==> src/rtl/mdu_pkg.sv <==
// rtl/mdu_pkg.sv - shared op codes, FSM encoding and helpers for the MDU sequencer
package mdu_pkg;

  localparam logic [2:0] MDU_MUL    = 3'b000;
  localparam logic [2:0] MDU_MULH   = 3'b001;
  localparam logic [2:0] MDU_MULHSU = 3'b010;
  localparam logic [2:0] MDU_MULHU  = 3'b011;
  localparam logic [2:0] MDU_DIV    = 3'b100;
  localparam logic [2:0] MDU_DIVU   = 3'b101;
  localparam logic [2:0] MDU_REM    = 3'b110;
  localparam logic [2:0] MDU_REMU   = 3'b111;

  localparam int MDU_ITERS = 32;
  localparam int MDU_CNT_W = $clog2(MDU_ITERS);

  typedef enum logic [1:0] {
    ST_IDLE = 2'd0,
    ST_BUSY = 2'd1,
    ST_DONE = 2'd2
  } mdu_state_e;

  // Magnitude of a value that is only treated as two's complement when is_signed is set.
  function automatic logic [31:0] abs32(input logic [31:0] v, input logic is_signed);
    return (is_signed && v[31]) ? (~v + 32'd1) : v;
  endfunction

endpackage

==> src/rtl/mdu_sequencer_if.sv <==
// rtl/mdu_sequencer_if.sv - decode-side request and commit-side result bundle of the MDU
interface mdu_sequencer_if;

  logic        mdu_en;
  logic [2:0]  funct3;
  logic [31:0] rs1_data;
  logic [31:0] rs2_data;
  logic        kill;
  logic        stall;
  logic        result_valid;
  logic [31:0] result;

  modport master (
    output mdu_en, funct3, rs1_data, rs2_data, kill,
    input  stall, result_valid, result
  );

  modport slave (
    input  mdu_en, funct3, rs1_data, rs2_data, kill,
    output stall, result_valid, result
  );

endinterface

==> src/rtl/mdu_iter_step.sv <==
// rtl/mdu_iter_step.sv - one radix-2 shift-add or restoring-divide iteration
module mdu_iter_step
  import mdu_pkg::*;
(
  input  logic        is_div,
  input  logic [63:0] acc_i,
  input  logic [31:0] opnd_i,
  output logic [63:0] acc_o
);

  // acc holds {partial product, multiplier} for MUL and {remainder, dividend/quotient} for DIV.
  logic [32:0] add_sum;
  logic [33:0] trial;

  assign add_sum = {1'b0, acc_i[63:32]} + (acc_i[0] ? {1'b0, opnd_i} : 33'd0);
  assign trial   = {1'b0, acc_i[63:31]} - {2'b00, opnd_i};

  always_comb begin
    acc_o = {add_sum, acc_i[31:1]};
    if (is_div) begin
      if (trial[33]) begin
        acc_o = {acc_i[62:0], 1'b0};
      end else begin
        acc_o = {trial[31:0], acc_i[30:0], 1'b1};
      end
    end
  end

endmodule

==> src/rtl/mdu_sequencer.sv <==
// rtl/mdu_sequencer.sv - multi-cycle MUL/DIV/REM controller stalling the single-cycle core
module mdu_sequencer
  import mdu_pkg::*;
#(
  parameter bit ENABLE_MUL = 1'b1,
  parameter bit ENABLE_DIV = 1'b1
) (
  input  logic            clk,
  input  logic            rst,
  mdu_sequencer_if.slave  bus
);

  mdu_state_e           state_q, state_d;
  logic [MDU_CNT_W-1:0] cnt_q, cnt_d;
  logic [2:0]           op_q, op_d;
  logic [63:0]          acc_q, acc_d;
  logic [31:0]          opnd_q, opnd_d;
  logic                 neg_q, neg_d;
  logic                 neg_rem_q, neg_rem_d;
  logic                 rv_q, rv_d;
  logic [31:0]          res_q, res_d;

  logic        accept;
  logic        in_div;
  logic        a_signed, b_signed;
  logic        a_neg, b_neg;
  logic [31:0] a_mag, b_mag;
  logic        op_disabled, div_zero, div_ovf, fast;
  logic [31:0] fast_res;
  logic        last_iter;
  logic [63:0] step_acc;
  logic [63:0] prod;
  logic [31:0] quo, rem;
  logic [31:0] final_res;

  assign accept    = (state_q == ST_IDLE) && bus.mdu_en && !bus.kill;
  assign in_div    = bus.funct3[2];
  assign a_signed  = in_div ? !bus.funct3[0]
                            : (bus.funct3 == MDU_MULH) || (bus.funct3 == MDU_MULHSU);
  assign b_signed  = in_div ? !bus.funct3[0] : (bus.funct3 == MDU_MULH);
  assign a_neg     = a_signed && bus.rs1_data[31];
  assign b_neg     = b_signed && bus.rs2_data[31];
  assign a_mag     = abs32(bus.rs1_data, a_signed);
  assign b_mag     = abs32(bus.rs2_data, b_signed);

  assign op_disabled = in_div ? !ENABLE_DIV : !ENABLE_MUL;
  assign div_zero    = in_div && (bus.rs2_data == 32'd0);
  assign div_ovf     = in_div && !bus.funct3[0] &&
                       (bus.rs1_data == 32'h8000_0000) && (bus.rs2_data == 32'hFFFF_FFFF);
  assign fast        = op_disabled || div_zero || div_ovf;

  // Ops that never iterate resolve their result in the accept cycle.
  always_comb begin
    fast_res = 32'd0;
    if (!op_disabled) begin
      if (div_zero) begin
        fast_res = bus.funct3[1] ? bus.rs1_data : 32'hFFFF_FFFF;
      end else if (div_ovf) begin
        fast_res = bus.funct3[1] ? 32'd0 : 32'h8000_0000;
      end
    end
  end

  assign last_iter = (state_q == ST_BUSY) && (cnt_q == MDU_CNT_W'(MDU_ITERS - 1));

  mdu_iter_step u_step (
    .is_div (op_q[2]),
    .acc_i  (acc_q),
    .opnd_i (opnd_q),
    .acc_o  (step_acc)
  );

  // Sign fix-up is applied to the output of the last iteration so DONE follows directly.
  assign prod = neg_q ? (~step_acc + 64'd1) : step_acc;
  assign quo  = neg_q ? (~step_acc[31:0] + 32'd1) : step_acc[31:0];
  assign rem  = neg_rem_q ? (~step_acc[63:32] + 32'd1) : step_acc[63:32];

  always_comb begin
    case (op_q)
      MDU_MUL:                        final_res = prod[31:0];
      MDU_MULH, MDU_MULHSU, MDU_MULHU: final_res = prod[63:32];
      MDU_DIV, MDU_DIVU:              final_res = quo;
      default:                        final_res = rem;
    endcase
  end

  always_ff @(posedge clk or posedge rst) begin
    if (rst) begin
      state_q <= ST_IDLE;
    end else begin
      state_q <= state_d;
    end
  end

  always_comb begin
    state_d = state_q;
    if (bus.kill) begin
      state_d = ST_IDLE;
    end else begin
      case (state_q)
        ST_IDLE: if (bus.mdu_en) state_d = fast ? ST_DONE : ST_BUSY;
        ST_BUSY: if (last_iter) state_d = ST_DONE;
        ST_DONE: state_d = ST_IDLE;
        default: state_d = ST_IDLE;
      endcase
    end
  end

  always_comb begin
    bus.stall = 1'b0;
    if (!rst && !bus.kill) begin
      case (state_q)
        ST_IDLE: bus.stall = bus.mdu_en;
        ST_BUSY: bus.stall = 1'b1;
        default: bus.stall = 1'b0;
      endcase
    end
    // A flush in the commit cycle must still suppress the write.
    bus.result_valid = rv_q && !bus.kill;
    bus.result       = res_q;
  end

  always_comb begin
    op_d      = op_q;
    opnd_d    = opnd_q;
    acc_d     = acc_q;
    neg_d     = neg_q;
    neg_rem_d = neg_rem_q;
    cnt_d     = cnt_q;
    rv_d      = 1'b0;
    res_d     = res_q;
    if (accept) begin
      op_d      = bus.funct3;
      opnd_d    = in_div ? b_mag : a_mag;
      acc_d     = {32'd0, (in_div ? a_mag : b_mag)};
      neg_d     = a_neg ^ b_neg;
      neg_rem_d = a_neg;
      cnt_d     = '0;
      if (fast) begin
        rv_d  = 1'b1;
        res_d = fast_res;
      end
    end else if ((state_q == ST_BUSY) && !bus.kill) begin
      acc_d = step_acc;
      cnt_d = cnt_q + MDU_CNT_W'(1);
      if (last_iter) begin
        rv_d  = 1'b1;
        res_d = final_res;
      end
    end
  end

  always_ff @(posedge clk or posedge rst) begin
    if (rst) begin
      cnt_q     <= '0;
      op_q      <= 3'd0;
      acc_q     <= 64'd0;
      opnd_q    <= 32'd0;
      neg_q     <= 1'b0;
      neg_rem_q <= 1'b0;
      rv_q      <= 1'b0;
      res_q     <= 32'd0;
    end else begin
      cnt_q     <= cnt_d;
      op_q      <= op_d;
      acc_q     <= acc_d;
      opnd_q    <= opnd_d;
      neg_q     <= neg_d;
      neg_rem_q <= neg_rem_d;
      rv_q      <= rv_d;
      res_q     <= res_d;
    end
  end

endmodule

==> src/flat_wrapper.sv <==
// flat-port wrapper written by rule: the top's interface ports become plain ports
module mdu_sequencer_flat import mdu_pkg::*;
#(
  parameter bit ENABLE_MUL = 1'b1,
  parameter bit ENABLE_DIV = 1'b1
)
  (clk, rst, bus_mdu_en, bus_funct3, bus_rs1_data, bus_rs2_data, bus_kill, bus_stall, bus_result_valid, bus_result);
  mdu_sequencer_if bus_i ();
  input  logic clk;
  input  logic rst;
  input wire logic [$bits(bus_i.mdu_en)-1:0] bus_mdu_en;
  input wire logic [$bits(bus_i.funct3)-1:0] bus_funct3;
  input wire logic [$bits(bus_i.rs1_data)-1:0] bus_rs1_data;
  input wire logic [$bits(bus_i.rs2_data)-1:0] bus_rs2_data;
  input wire logic [$bits(bus_i.kill)-1:0] bus_kill;
  output wire logic [$bits(bus_i.stall)-1:0] bus_stall;
  output wire logic [$bits(bus_i.result_valid)-1:0] bus_result_valid;
  output wire logic [$bits(bus_i.result)-1:0] bus_result;
  assign bus_i.mdu_en = bus_mdu_en;
  assign bus_i.funct3 = bus_funct3;
  assign bus_i.rs1_data = bus_rs1_data;
  assign bus_i.rs2_data = bus_rs2_data;
  assign bus_i.kill = bus_kill;
  assign bus_stall = bus_i.stall;
  assign bus_result_valid = bus_i.result_valid;
  assign bus_result = bus_i.result;
  mdu_sequencer #(.ENABLE_MUL(ENABLE_MUL), .ENABLE_DIV(ENABLE_DIV)) u_core (.clk(clk), .rst(rst), .bus(bus_i));
endmodule
==> config.mk <==
export PLATFORM = sky130hd
export DESIGN_NAME = mdu_sequencer_flat
export DESIGN_NICKNAME = d
export VERILOG_FILES = /design/src/rtl/mdu_pkg.sv /design/src/rtl/mdu_sequencer_if.sv /design/src/rtl/mdu_iter_step.sv /design/src/rtl/mdu_sequencer.sv /design/src/flat_wrapper.sv
export SDC_FILE = /design/constraint.sdc
export NUM_CORES = 1
export LEC_CHECK = 0
export BUFFER_PORTS_ARGS = -buffer_cell sky130_fd_sc_hd__buf_4
export CAP_MARGIN = 20
export CELL_PAD_IN_SITES_DETAIL_PLACEMENT = 1
export CELL_PAD_IN_SITES_GLOBAL_PLACEMENT = 1
export CORE_ASPECT_RATIO = 1.4
export CORE_MARGIN = 2
export CORE_UTILIZATION = 30
export CTS_CLUSTER_SIZE = 12
export DETAILED_ROUTE_END_ITERATION = 10
export PLACE_DENSITY_LB_ADDON = 0.25
export SLEW_MARGIN = 20
export SYNTH_ARGS = -nofsm -noshare
export SYNTH_HDL_FRONTEND = slang
export SYNTH_SLANG_ARGS = --single-unit
==> constraint.sdc <==
create_clock -name clk -period 5.1 [get_ports clk]
set_input_delay 0 -clock clk [delete_from_list [all_inputs] [get_ports clk]]
set_output_delay 0 -clock clk [all_outputs]
set_load 0.02 [all_outputs]
==> results of run 1 <==
[routing by layer]
metal | up-vias | part of all wire [%] | global-route usage (%)
li1 | 8502 | - | -
met2 | 521 | 52 | 52.7
met3 | 175 | 3.5 | 2.24
met4 | 0 | 6.6 | 17.3
met1 | 9312 | 38 | 29.9
met5 | - | 0 | 0
[power breakdown]
group / internal (mW) / leakage [nW] / switching, mW
Sequential: 1.41 / 1.78 / 0.312
Clock: 0.805 / 0.297 / 0.602
Combinational: 3.15 / 6.59 / 4.63
[state kept, by name, indices dropped and copies added (netlist names)]
register and count:
u_core.acc_q 64, u_core.bus.result 32, u_core.cnt_q 5, u_core.neg_q 1, u_core.neg_rem_q 1, u_core.op_q 3, u_core.opnd_q 32, u_core.rv_q 1
u_core.state_q 2
[how the worst max path moves through the flow]
stage	startpoint	endpoint	slack [ns]
2_1_floorplan	u_core.op_q[2]	u_core.bus.result[30]	0.15
3_3_place_gp	u_core.opnd_q[28]	u_core.bus.result[30]	0.11
3_5_place_dp	u_core.opnd_q[22]	u_core.bus.result[12]	-0.14
4_1_cts	u_core.opnd_q[22]	u_core.bus.result[12]	-0.0003
5_1_grt	u_core.opnd_q[10]	u_core.bus.result[30]	-0.05
6_report	u_core.opnd_q[22]	u_core.bus.result[30]	0.20
[cells by family after synthesis]
| kind of cell | Yosys count | share of synthesized area (%) |
|---|---|---|
| compound gates | 779 | 31.9 |
| xor+xnor | 181 | 9.78 |
| fa+ha+maj | 73 | 5.73 |
| buf+inv | 205 | 5.32 |
| flops | 141 | 21.8 |
| mux | 50 | 3.21 |
| simple gates | 741 | 22.3 |
[synth_stat cells (9+ instances only)]
master,n,area share (%)
o21a_1,15,0.69
inv_1,66,1.5
or3_1,30,1.2
a21o_1,33,1.5
ha_1,71,5.5
nand4_1,27,1.0
a31oi_1,23,0.89
a222oi_1,9,0.56
dfrtp_1,141,22
or4_1,9,0.42
nand2b_1,20,0.77
clkbuf_1,96,2.2
and3_1,11,0.42
o211ai_1,30,1.4
a211oi_1,16,0.74
a22oi_1,12,0.56
nor3_1,54,1.7
nor4_1,13,0.50
nor2_1,170,3.9
o21ai_0,228,7.0
nand2_1,253,5.9
o21bai_1,10,0.46
buf_2,17,0.52
a221oi_1,30,1.6
a22o_1,15,0.81
nand3b_1,9,0.42
or2_2,9,0.35
buf_1,12,0.28
a21boi_0,10,0.46
o22ai_1,32,1.2
and2_1,46,1.8
nor2b_1,17,0.66
xnor2_1,101,5.5
o21ai_1,13,0.40
o31ai_1,31,1.4
xor2_1,80,4.3
a21oi_1,164,5.1
mux2i_1,34,2.1
nand3_1,36,1.1
mux2_2,16,1.1
[worst max-delay path, delay by kind of cell (launching register included)]
| family | cells | cell delay, ns |
|---|---|---|
| AND/OR/NAND/NOR | 4 | 1.26 |
| adder cells (fa/ha/maj) | 2 | 0.44 |
| AO/OA/AOI/OAI | 9 | 1.88 |
| buffers and inverters | 5 | 0.66 |
| flip-flops | 1 | 0.38 |
| XOR/XNOR | 1 | 0.14 |
[cell type report]
type	count	area, um^2	area share [%]
Clock buffer	21	460	2.26
Timing Repair Buffer	382	2960	14.5
Antenna cell	1	2.50	0.0123
Sequential cell	141	3530	17.3
Tap cell	714	893	4.38
Inverter	68	260	1.28
Clock inverter	11	156	0.767
Multi-Input combinational cell	1824	12100	59.4
[through the flow]
step                std cells  utilization [%]  hold WS, ns
floorplan                2170                -       0.0781
global placement         3099             36.0        0.199
CTS                      3158             37.8      0.00120
finish                   3162             38.2       0.0223
detailed placement       3100             36.1        0.215
global route             3161             38.2       0.0424
[timing repair]
item	4_1_cts	5_1_grt
pin swaps	0	9
setup buffers	0	3
gates resized for setup	9	50
hold endpoints to repair	100	0
hold buffers	26	0
endpoints found under the setup margin	7	29
==> out/summary.txt, run 1 <==
Result of the run: completed
Site row count: 100
Layout Skew: 0.0132 ns
Cell at the slowest stage of the critical path: or4_4
Final critical delay including setup and external delays: 4.90 ns
Most frequent cells in the layout: buf_4, nand2_1, o21ai_0
Port buffer count: 104
Final hold viol count: 0
Clock tree from TritonCTS: yes
Max Clock Freq: 204 MHz
Required time reported for the critical path endpoint: 5.41 ns
CP max FO: 7
Final Instance Area: 20400 um^2
Overall global routing resource usage: 27.9%
Drt total wl: 79.6 mm
Leakage power figure: 8.67 nW
Routability-driven placement congestion ratio: 0.977
Post-DR vias/cell: 5.85
Yosys cell types: 105
Synthesized netlist cell count: 2170
Setup Slack @ Placement: -0.139 ns
Leading cell type in the layout, fill and taps excluded: buf_4
Final clock period utilization by the worst path: 96.1%
Worst min-delay path class: input port to flip-flop
Iter 0 DRT Violations: 1065
Slack of the worst reg-to-reg path: 0.20 ns
H-tree depth: 4
Clock transition at the register clock pins on the worst setup and hold paths after CTS: 0.07 ns
Slew Limit Headroom: 27.5%
Max-Cap Viols: 0
Count of antenna-violating nets left after detailed routing: 0
Sequence of cells on the critical path: inv_1, ha_4, a21oi_4, a21oi_2, a2111oi_4, buf_4, nor2_1, buf_4, o31ai_2, o22ai_1, inv_1, ha_2, inv_2, nor4_4, o32ai_4, or2_4, or4_4, o41ai_2, xor2_1, a221oi_2, o211ai_1
Post-route worst setup slack: 0.200 ns
Area delta synth->final: 25.7%
Startpoint of the worst-slack reg-to-reg timing path: u_core.opnd_q[22]
Worst R2R Path Depth: 21
Placed inst area: 19200 um^2
Post-synth design cell area: 16200 um^2
Number of cells on the worst hold path: 4
Clk root buf: clkbuf_16
Gr ovfl total: 0
Startpoint Class: flip-flop
Number of filler cells placed in the layout: 6660
Routed len/inst: 25.2 um
Number of global-route vias before repair: 19500
DRC errors left: 0
Fin. max-slew vios: 0
Number of nets in the finished design: 2578
Total number of vias: 18500
Total of flip-flops plus latches after synthesis: 141
Setup-failing EPs final: 0
First-pass GRT wire length: 119 mm
Buffers from clock root to sink, at most: 2
Hold EP: u_core.acc_q[7]
Die outline width: 200 um
Number of I/O pins: 105
Pin count of the biggest net entering global routing: 122
Die ar.: 55900 um^2
Synth async-reset ratio: 100%
Source-to-sink clock delay at the later pin of the worst-skew pair: 0.46 ns
Post-synth net total: 2314
Reg2Reg Capture Point: u_core.bus.result[30]
Setup TNS Final: 0 ns
Startpoint of the most critical hold path: bus_rs1_data[7]
CTS sink cnt: 141
Worst setup EP type: flip-flop
Share of the yosys chip area belonging to registers: 21.8%
VDD IR max: 0.298 mV
Ratio of cells with drive above 1 in the final layout: 20.8%
Kind of critical path: flip-flop to flip-flop
Final total power: 10.9 mW
Delay of the slowest cell on the worst path: 0.56 ns
First-pass iteration count of the detailed router: 7
Total CTS buffers: 17
Critical path data arrival time: 5.21 ns
Mapped Avg Cell Area: 7.47 um^2
Power density cells: 535 nW/um^2
Synth warn: 0
Vertical extent of the die: 279 um
Initial antenna violation count: 1
Dominant synthesized flop cell: dfrtp_1
Transition time at the pin with the least slew margin: 1.09 ns
CORE AREA: 53300 um^2
Initial Util: 30.4%
Number of synthesized flops with an enable pin: 0
Half-perimeter wire length of the detailed placement result: 63.8 mm
No activity file was read; power rests on OpenSTA's default activity.
==> run 2: changes to the inputs <==
--- a/config.mk
+++ b/config.mk
@@ -11,7 +11,7 @@
 export CELL_PAD_IN_SITES_GLOBAL_PLACEMENT = 1
 export CORE_ASPECT_RATIO = 1.4
 export CORE_MARGIN = 2
-export CORE_UTILIZATION = 30
+export CORE_UTILIZATION = 42
 export CTS_CLUSTER_SIZE = 12
 export DETAILED_ROUTE_END_ITERATION = 10
 export PLACE_DENSITY_LB_ADDON = 0.25
==> run 2 against run 1 <==
Against the previous run: maximum frequency is 2.6% lower; utilization is 14 points higher; flip-flop and latch count is the same; critical endpoint is now u_core.bus.result[28].
==> out/summary.txt, run 2 (same netlist as run 1, synthesis figures left out) <==
Power density cells: 540 nW/um^2 (was 535 nW/um^2)
Placed inst area: 18600 um^2 (was 19200 um^2)
Site row count: 85 (was 100)
Ratio of cells with drive above 1 in the final layout: 20.3% (was 20.8%)
Final critical delay including setup and external delays: 5.03 ns (was 4.90 ns)
Number of global-route vias before repair: 19400 (was 19500)
Leading cell type in the layout, fill and taps excluded: buf_4 (unchanged)
Buffers from clock root to sink, at most: 2 (unchanged)
H-tree depth: 4 (unchanged)
Fin. max-slew vios: 0 (unchanged)
Initial antenna violation count: 2 (was 1)
Die ar.: 40200 um^2 (was 55900 um^2)
Post-DR vias/cell: 6.41 (was 5.85)
Sequence of cells on the critical path: inv_2, ha_4, a211oi_4, nand2_1, buf_4, a2111oi_4, buf_4, nor2_1, o31ai_1, o22ai_1, inv_1, ha_4, nand3_1, a211oi_4, o32ai_4, or4_4, nand2b_4, o41ai_4, xnor2_1, a221oi_2, o21ai_1 (was inv_1, ha_4, a21oi_4, a21oi_2, a2111oi_4, buf_4, nor2_1, buf_4, o31ai_2, o22ai_1, inv_1, ha_2, inv_2, nor4_4, o32ai_4, or2_4, or4_4, o41ai_2, xor2_1, a221oi_2, o211ai_1)
Vertical extent of the die: 236 um (was 279 um)
Result of the run: completed (unchanged)
Total number of vias: 18600 (was 18500)
Setup Slack @ Placement: -0.275 ns (was -0.139 ns)
Critical path data arrival time: 5.37 ns (was 5.21 ns)
Largest Register: u_core.acc_q (unchanged)
Cell at the slowest stage of the critical path: or4_4 (unchanged)
Number of nets in the finished design: 2550 (was 2578)
Iter 0 DRT Violations: 1172 (was 1065)
Total CTS buffers: 17 (unchanged)
Layout Skew: 0.0143 ns (was 0.0132 ns)
Clk root buf: clkbuf_16 (unchanged)
RSZ-0062 raised after global routing: yes
Category of cells accounting for the largest share of critical-path delay: compound AO/OA/AOI/OAI gates (unchanged)
Pin count of the biggest net entering global routing: 119 (was 122)
Die outline width: 170 um (was 200 um)
First-pass GRT wire length: 114 mm (was 119 mm)
Startpoint Class: flip-flop (unchanged)
Worst min-delay path class: input port to flip-flop (unchanged)
WHS: 0.0172 ns (was 0.0223 ns)
Max Clock Freq: 199 MHz (was 204 MHz)
Fin cells: 2898 (was 3162)
Drt total wl: 75.0 mm (was 79.6 mm)
Max-Cap Viols: 0 (unchanged)
Setup-failing EPs final: 0 (unchanged)
Routability-driven placement congestion ratio: 0.994 (was 0.977)
Final clock period utilization by the worst path: 98.6% (was 96.1%)
Most frequent cells in the layout: buf_4, nand2_1, o21ai_0 (unchanged)
Initial Util: 42.3% (was 30.4%)
Final hold viol count: 0 (unchanged)
Clock tree from TritonCTS: yes (unchanged)
Overall global routing resource usage: 37.1% (was 27.9%)
Source-to-sink clock delay at the later pin of the worst-skew pair: 0.47 ns (was 0.46 ns)
Worst setup EP type: flip-flop (unchanged)
CTS sink cnt: 141 (unchanged)
Count of buffering cells on the critical path with inverters included: 4 (was 5)
Count of antenna-violating nets left after detailed routing: 0 (unchanged)
Number of placed cells counting well taps: 2817 (was 3100)
Port buffer count: 104 (unchanged)
Delay of the slowest cell on the worst path: 0.56 ns (about the same)
Post-route worst setup slack: 0.0692 ns (was 0.200 ns)
Number of I/O pins: 105 (unchanged)
End-of-flow core utilization: 52.2% (was 38.2%)
Clock transition at the register clock pins on the worst setup and hold paths after CTS: 0.07 ns (about the same)
Slew Limit Headroom: 22.7% (was 27.5%)
Setup TNS Final: 0 ns (unchanged)
First-pass iteration count of the detailed router: 6 (was 7)
Flip-flop count of the largest register, all copies and words added: 64 (unchanged)
Routed len/inst: 25.9 um (was 25.2 um)
Area delta synth->final: 23.2% (was 25.7%)
Number of filler cells placed in the layout: 4774 (was 6660)
DRC errors left: 0 (unchanged)
Gr ovfl total: 0 (unchanged)
Final total power: 10.8 mW (was 10.9 mW)
CP max FO: 6 (was 7)
Leakage power figure: 8.53 nW (was 8.67 nW)
Final Instance Area: 20000 um^2 (was 20400 um^2)
Required time reported for the critical path endpoint: 5.44 ns (was 5.41 ns)
Kind of critical path: flip-flop to flip-flop (unchanged)
Transition time at the pin with the least slew margin: 1.16 ns (was 1.09 ns)
CORE AREA: 38300 um^2 (was 53300 um^2)
VDD IR max: 0.313 mV (was 0.298 mV)
Half-perimeter wire length of the detailed placement result: 59.0 mm (was 63.8 mm)
## run 2: routing by layer
layer	wire [um]	GRT usage, %	up-vias
met4	5020	22.7	0
li1	-	-	8455
met1	29300	43.0	9249
met3	3120	3.69	204
met5	0	0	-
met2	37600	65.4	668
## run 2: final timing paths
kind                       slack (ns)               endpoint                 start  cells after the start
setup / recovery                 0.07  u_core.bus.result[28]     u_core.opnd_q[31]                     21
hold / removal                   0.02       u_core.acc_q[19]      bus_rs2_data[19]                      4
setup reg to reg                 0.07  u_core.bus.result[28]     u_core.opnd_q[31]                     21
hold reg to reg                  0.49   u_core.bus.result[0]  u_core.bus.result[0]                      2
max in group asynchronous        3.47       u_core.opnd_q[5]                   rst                      4
min in group asynchronous        0.20  u_core.bus.result[16]                   rst                      3
## run 2: final cells by class
type / instances / area (um^2) / area share, %
Timing Repair Buffer: 354 / 2770 / 13.9
Clock inverter: 13 / 154 / 0.771
Tap cell: 478 / 598 / 3.00
Clock buffer: 19 / 453 / 2.27
Multi-Input combinational cell: 1824 / 12200 / 61.1
Sequential cell: 141 / 3530 / 17.7
Inverter: 68 / 260 / 1.30
Antenna cell: 1 / 2.50 / 0.0125
## run 2: worst min-delay path, delay by kind of cell
family	cells	cell delay, ns
AOI/OAI and AO/OA	2	0.23
xor gates and xnor gates	1	0.09
buffers and inverters	1	0.11
## run 2: timing repair
action,4_1_cts,5_1_grt
hold buffers,31,0
hold endpoints to repair,102,0
endpoints found under the setup margin,14,26
resized for setup,16,60
cloned,0,0
pin swaps,3,26
setup buffers,3,13
## run 2: where the power goes
group          leakage, nW  internal [mW]  total [mW]  switching, mW
sequential            1.78           1.41        1.75          0.342
combinational         6.47           3.11        7.68           4.57
clock                0.285          0.757        1.35          0.596
